File: config.mk
export PLATFORM = sky130hd
export DESIGN_NAME = dmem_port_arbiter
export DESIGN_NICKNAME = d
export VERILOG_FILES = /design/src/rtl/dmem_port_arbiter.sv
export SDC_FILE = /design/constraint.sdc
export NUM_CORES = 1
export LEC_CHECK = 0
export CAP_MARGIN = 20
export CORE_AREA = 4 4 104 106
export DETAILED_ROUTE_END_ITERATION = 16
export DIE_AREA = 0 0 108 110
export PLACE_DENSITY = 0.89
export SLEW_MARGIN = 20
export SYNTH_ARGS = -nofsm -noshare
export SYNTH_HDL_FRONTEND = slang
export SYNTH_SLANG_ARGS = --single-unit
export TNS_END_PERCENT = 50
File: constraint.sdc
create_clock -name clk_i -period 4.31 [get_ports clk_i]
set_input_delay 1.0775 -clock clk_i [delete_from_list [all_inputs] [get_ports clk_i]]
set_output_delay 1.0775 -clock clk_i [all_outputs]
set_load 0.01 [all_outputs]
File: src/rtl/dmem_port_arbiter.sv
// Single-port data memory arbiter between the CPU MEM stage (C) and an external master (E).
// Optional stall cycle counter port stall_cnt_o enabled by defining DMEM_ARB_STALL_CNT_EN.
module dmem_port_arbiter #(
    parameter int RD_LAT   = 2,
    parameter int MAX_WAIT = 4,
    parameter int ADR_W    = 16
) (
    input  logic             clk_i,
    input  logic             rst_i,
    input  logic             cpu_req_i,
    input  logic             cpu_we_i,
    input  logic [ADR_W-1:0] cpu_adr_i,
    input  logic [31:0]      cpu_wd_i,
    input  logic [1:0]       cpu_sel_i,
    output logic [31:0]      cpu_rd_o,
    output logic             cpu_stall_o,
    input  logic             ext_req_i,
    input  logic             ext_we_i,
    input  logic [ADR_W-1:0] ext_adr_i,
    input  logic [31:0]      ext_wd_i,
    output logic             ext_gnt_o,
    output logic [31:0]      ext_rd_o,
    output logic             ext_rvalid_o,
    output logic             mem_en_o,
    output logic             mem_we_o,
    output logic [ADR_W-1:0] mem_adr_o,
    output logic [31:0]      mem_wd_o,
    output logic [1:0]       mem_sel_o,
    input  logic [31:0]      mem_rd_i
`ifdef DMEM_ARB_STALL_CNT_EN
    ,
    output logic [31:0]      stall_cnt_o
`endif
);

    typedef enum logic [1:0] {IDLE, BUSY_C, BUSY_E} state_t;

    state_t      state_q, state_d;
    logic [2:0]  lat_q, lat_d;
    logic [3:0]  starve_q, starve_d;
    logic [31:0] cpu_rd_q, ext_rd_q;

    logic arb_idle, e_prio, issue_c, issue_e, done, done_c, done_e;

    // Arbitration only happens in IDLE; reset suppresses every issue and completion.
    always_comb begin
        arb_idle = (state_q == IDLE) && !rst_i;
        e_prio   = (starve_q == 4'(MAX_WAIT));
        issue_c  = arb_idle && cpu_req_i && (!ext_req_i || !e_prio);
        issue_e  = arb_idle && ext_req_i && !issue_c;
        done     = (lat_q == 3'd1) && !rst_i;
        done_c   = (state_q == BUSY_C) && done;
        done_e   = (state_q == BUSY_E) && done;
    end

    always_comb begin
        mem_en_o  = issue_c || issue_e;
        mem_we_o  = 1'b0;
        mem_adr_o = '0;
        mem_wd_o  = '0;
        mem_sel_o = 2'b00;
        if (issue_c) begin
            mem_we_o  = cpu_we_i;
            mem_adr_o = cpu_adr_i;
            mem_wd_o  = cpu_wd_i;
            mem_sel_o = cpu_sel_i;
        end else if (issue_e) begin
            mem_we_o  = ext_we_i;
            mem_adr_o = ext_adr_i;
            mem_wd_o  = ext_wd_i;
        end
    end

    // Load data bypasses in the completion cycle so the pipeline sees it as stall drops.
    always_comb begin
        ext_gnt_o    = issue_e;
        ext_rvalid_o = done_e;
        ext_rd_o     = done_e ? mem_rd_i : ext_rd_q;
        cpu_rd_o     = done_c ? mem_rd_i : cpu_rd_q;
        cpu_stall_o  = !rst_i && cpu_req_i &&
                       ((state_q == BUSY_E) || issue_e || (issue_c && !cpu_we_i) ||
                        ((state_q == BUSY_C) && !done));
    end

    always_comb begin
        state_d  = state_q;
        lat_d    = lat_q;
        starve_d = starve_q;
        case (state_q)
            IDLE: begin
                if (issue_c && !cpu_we_i) begin
                    state_d = BUSY_C;
                    lat_d   = 3'(RD_LAT);
                end else if (issue_e && !ext_we_i) begin
                    state_d = BUSY_E;
                    lat_d   = 3'(RD_LAT);
                end
            end
            BUSY_C, BUSY_E: begin
                lat_d = lat_q - 3'd1;
                if (lat_q == 3'd1) state_d = IDLE;
            end
            default: state_d = IDLE;
        endcase
        if (issue_e)
            starve_d = 4'd0;
        else if (ext_req_i && (starve_q != 4'(MAX_WAIT)))
            starve_d = starve_q + 4'd1;
    end

    always_ff @(posedge clk_i) begin
        if (rst_i) begin
            state_q  <= IDLE;
            lat_q    <= 3'd0;
            starve_q <= 4'd0;
            cpu_rd_q <= 32'd0;
            ext_rd_q <= 32'd0;
        end else begin
            state_q  <= state_d;
            lat_q    <= lat_d;
            starve_q <= starve_d;
            if (done_c) cpu_rd_q <= mem_rd_i;
            if (done_e) ext_rd_q <= mem_rd_i;
        end
    end

`ifdef DMEM_ARB_STALL_CNT_EN
    logic [31:0] stall_cnt_q;

    always_ff @(posedge clk_i) begin
        if (rst_i)            stall_cnt_q <= 32'd0;
        else if (cpu_stall_o) stall_cnt_q <= stall_cnt_q + 32'd1;
    end

    assign stall_cnt_o = stall_cnt_q;
`endif

endmodule

; ---- Yosys cells after proc, flatten, opt, wreduce, memory -nomap -nowiden
; Index checks and enable logic that the tools add are counted.
[word_totals]
ff_bits = 73
out_inout_bits = 119
wordCells = 62
[classes]
add_sub_neg = 2
eq_ne = 7
n_mux = 16
reduce_logical = 32
[ops]
columns = op, count
row1 = $mux 32, 4
row2 = $mux 16, 2
row3 = $logic_and 1x1->1, 14
row4 = $mux 2, 4
row5 = $logic_not 1->1, 7
row6 = $mux 3, 2
row7 = $pmux 3 s2, 1
row8 = $logic_or 1x1->1, 5
row9 = $add 4x1->4 const B, 1
row10 = $eq 4x3->1 const B, 1
row11 = $ne 4x3->1 const B, 1
row12 = $pmux 2 s2, 1
row13 = $reduce_and 2->1, 2
row14 = $reduce_or 2->1, 2
row15 = $eq 3x1->1 const B, 1
row16 = $ne 3x1->1 const B, 1
row17 = $sub 3x1->3 const B, 1
row18 = $eq 2x1->1 const B, 1
row19 = $eq 2x2->1 const B, 1
row20 = $logic_not 2->1, 1
row21 = $mux 1, 2
row22 = $ne 2x2->1 const B, 1
row23 = $reduce_bool 2->1, 1

; ---- Depth between registers and ports, before layout
[logic_depth]
ltp_word = 10
depth_mapped = 7
mapped_depth_nobuf = 6

; ---- Worst setup path before layout
; No wires, ideal clock.
[synth_path]
kind = input to output
start = in rst_i
end = out ext_rd_o[22]
t_arrival_ps = 2105
slack_ps = 1128
cell_stages = 4
n_path_buf = 2
cell_sequence = buf_6 nor3_4 buf_6 mux2_1
[synth_via]
elab_chain_cells = 4
[synth_lines]
columns = element, line_no
row1 = start: declaration, 9  ; input logic rst_i,
row2 = $logic_not 1->1, 51  ; done = (lat_q == 3'd1) && !rst_i;
row3 = $logic_and 1x1->1, 51
row4 = $logic_and 1x1->1, 53  ; done_e = (state_q == BUSY_E) && done;
row5 = via ext_rvalid_o, 23  ; output logic ext_rvalid_o,
row6 = $mux 32, -
row7 = end: declaration, 22  ; output logic [31:0] ext_rd_o,
; The timed path passes the listed nets, and every way through them passes these cells.

; ---- Worst setup path after layout
[layout_path]
start = in ext_req_i
end = out mem_adr_o[2]
[layout_via]
elab_chain_cells = 7
[layout_lines]
columns = element, line_no
row1 = start: declaration, 17  ; input logic ext_req_i,
row2 = $logic_not 1->1, 49  ; issue_c = arb_idle && cpu_req_i && (!ext_req_i || !e_prio);
row3 = $logic_or 1x1->1, 49
row4 = $logic_and 1x1->1, 49
row5 = $logic_not 1->1, 50  ; issue_e = arb_idle && ext_req_i && !issue_c;
row6 = $logic_and 1x1->1, 50
row7 = $mux 16, 67  ; end else if (issue_e) begin
row8 = $mux 16 *, 62  ; if (issue_c) begin
row9 = end: declaration, 26  ; output logic [ADR_W-1:0] mem_adr_o,
; Mark *: on every way between the ends. The rest lies on a longest branch, timed or not.

==> metrics <==
status finished, final reports clean; clk_skew 0.00788 ns; Clock transition at path regs 0.08 ns; GPL Wtd Cong 0.921; CTS Buf Count 9; # rows 36; switching power 0.613 mW; worst-margin pin slew 0.517 ns; setup bufs post-CTS 0; Cell Int Power 1.46 mW; kind of critical path input port to output port; drt first pass iters 4; Placed Area 6560 um2; die width 108 um; share of layout cells above drive strength 1 0.143; fin cells 734; Final Util 0.694; Synth-to-Final Area Change 73.2%; Cells after Synth 346; CP dominant cell by count clkdlybuf4s50_1; EDFF count, synth 0; total detailed-routing wirelength 14.4 mm; Vias 3639; FMAX 0.242 GHz; critical path fanouts, max 26; Comb pwr share 0.368; CP startpoint kind input port; DP Worst Slack 0.187 ns; fin worst setup slack 0.171 ns; pwr/cell area 306 nW/um2; Starting Density 0.401; core area 9770 um2; diode count 0; largest net degree at the start of global routing 48; estimated wirelength of the detail-placed design 11.9 mm; Worst Path Arrival 3.06 ns; vias in the first global route 3851; I/O Buffers 254; Avg Inst Size Synth 11.3 um2; hold_ws 0.515 ns; Initial DRC Count 135; WL/cell 19.6 um; reg2reg start state_q[1]$_SDFFE_PP0P_; #FFs+latches synth 73; Fin. Hold Viols 0; final instance area 6780 um2; vias per std cell 4.96; Critical Path Start ext_req_i; setup TNS 0 ns; CP max stage delay 0.57 ns; Worst slew margin 0.651; first-pass GRT wire length 21.3 mm; switch share 0.295; FF-to-FF path depth 7; unrepaired setup endpoints after global routing false; post-synthesis sequential area ratio 0.373; initial antenna violation count 0; post-route DRC violation count 0; placed cell count 718; Die Ht 110 um; Worst path slowest cell clkdlybuf4s50_1; synthesized area 3920 um2; Max clock buf depth 2; reg-to-reg setup timing slack 2.38 ns; htree depth 3; # resized after CTS 0; GRT Overall Usage 0.236; worst endpoint required time 3.23 ns; CTS root buf clkbuf_8; FFs w/ async S/R, synth 0; later-pin clock latency in the skew report 0.34 ns; reg2reg end state_q[1]$_SDFFE_PP0P_; Static Leak 2.79 nW; Slew Viols, Final 0; endpoint type of the worst setup path output port; Period minus WS final 4.14 ns; hold buffers post-CTS 0; CTS tree done; I/O pins 255; final net count 740; Critical path buffers and inverters 3; crit path to mem_adr_o[2]; number of warnings issued by yosys 0; global route total overflow 0; Most used DFF post-synth dfxtp_1; final period utilization 0.960; clock sinks 73; CP Cell Sequence clkdlybuf4s50_1 -> nand4b_1 -> and3_2 -> buf_4 -> a22o_1 -> clkdlybuf4s50_1; Worst path depth 6; Die ar. 11900 um2; Flop pwr share 0.346; synth unique cells 47; worst hold path class flop to flop; maximum capacitance violations 0; Peak VDD IR 0.177 mV; ANT nets after route 0; Setup violations, final 0; top cell family by delay on the critical path buffers and inverters; Net Count, Synth 490; Final Power 2.08 mW; clock share of power 0.285
synth_stat cells, drive strengths merged, types with 2 or more instances:
master  instances  area (um2)
buf            18         134
inv            10        37.5
nand4           2        12.5
mux2           64         897
a21oi           3        26.3
a22o           49         429
nand2b          2        20.0
nor2b          35         221
ha              8         100
nand2           5        18.8
nor3            6        46.3
nor3b           3        33.8
o21ai           2        10.0
a211oi          2        15.0
clkbuf          8        30.0
nand3           2        10.0
and2b          32         240
dfxtp          73        1460
and2            3        18.8
cells in the final DEF, fill, tap and decap left out, types with 2 or more instances in the layout:
cell type and instances:
nor3_1 4, mux2_1 12, clkdlybuf4s50_1 253, and2_1 3, nor2b_1 34, and2b_1 32
buf_12 2, buf_4 9, a21oi_1 2, mux2_4 47, ha_1 8, nor3b_1 2
dfxtp_1 73, o21ai_0 2, a211oi_1 2, inv_6 2, nand3_1 2, mux2_2 5
bufinv_16 2, clkbuf_8 9, nand2_1 5, a22o_1 49, nand4_1 2, inv_1 10
final cells by class:
type	count	area (um2)
clock buffer	10	128
fill	710	2990
inverter	10	37.5
timing repair buffer	265	2650
sequential	73	1460
tap	133	166
multi-input combinational	237	2250
clock inverter	6	90.1
metal layers:
layer,vias to the layer above,share of wire,GRT usage
met2,185,0.52,0.429
met3,28,0.092,0.0903
met4,0,0.038,0.103
met1,1698,0.35,0.242
met5,-,0,0
li1,1728,-,-
state kept, by name, summed over array words and instances (netlist names):
name	count
cpu_rd_q	32
ext_rd_q	32
starve_q	4
lat_q	3
state_q	2
power by group through the flow:
stage                     clock network [mW]  logic (mW)  registers (mW)
after floorplan                            0       0.366           0.729
final                                  0.592       0.765           0.720
after CTS                              0.609       0.764           0.719
after detailed placement                   0       0.760           0.735
after global placement                     0       0.737           0.732
after global routing                   0.648       0.815           0.724
logic make-up (layout without fill, tap and decap cells):
logic type,after synthesis,after routing,synth area share
DFF,73,73,0.373
buffers and inverters,36,291,0.0515
xor gates and xnor gates,2,2,0.00448
and+or+nand+nor,96,96,0.169
AOI/OAI and AO/OA,66,66,0.144
muxes,65,65,0.232
adders and majority gates,8,8,0.0256
worst min-delay path, delay by kind of cell, from the launching register on:
kind | cells | cell delay [ns]
AO/OA/AOI/OAI | 1 | 0.06
AND/OR/NAND/NOR | 1 | 0.06
flip-flops | 1 | 0.34
worst min path at each step:
stage | startpoint | endpoint | slack (ns) | depth (start not counted)
after CTS | starve_q[3]$_SDFFE_PP0P_ | starve_q[3]$_SDFFE_PP0P_ | 0.51 | 2
after global placement | starve_q[3]$_SDFFE_PP0P_ | starve_q[3]$_SDFFE_PP0P_ | 0.48 | 2
after global routing | starve_q[3]$_SDFFE_PP0P_ | starve_q[3]$_SDFFE_PP0P_ | 0.55 | 2
after detailed placement | starve_q[3]$_SDFFE_PP0P_ | starve_q[3]$_SDFFE_PP0P_ | 0.49 | 2
after floorplan | starve_q[3]$_SDFFE_PP0P_ | starve_q[3]$_SDFFE_PP0P_ | 0.46 | 2
final | starve_q[3]$_SDFFE_PP0P_ | starve_q[3]$_SDFFE_PP0P_ | 0.51 | 2
No activity file was read; power rests on OpenSTA's default activity.
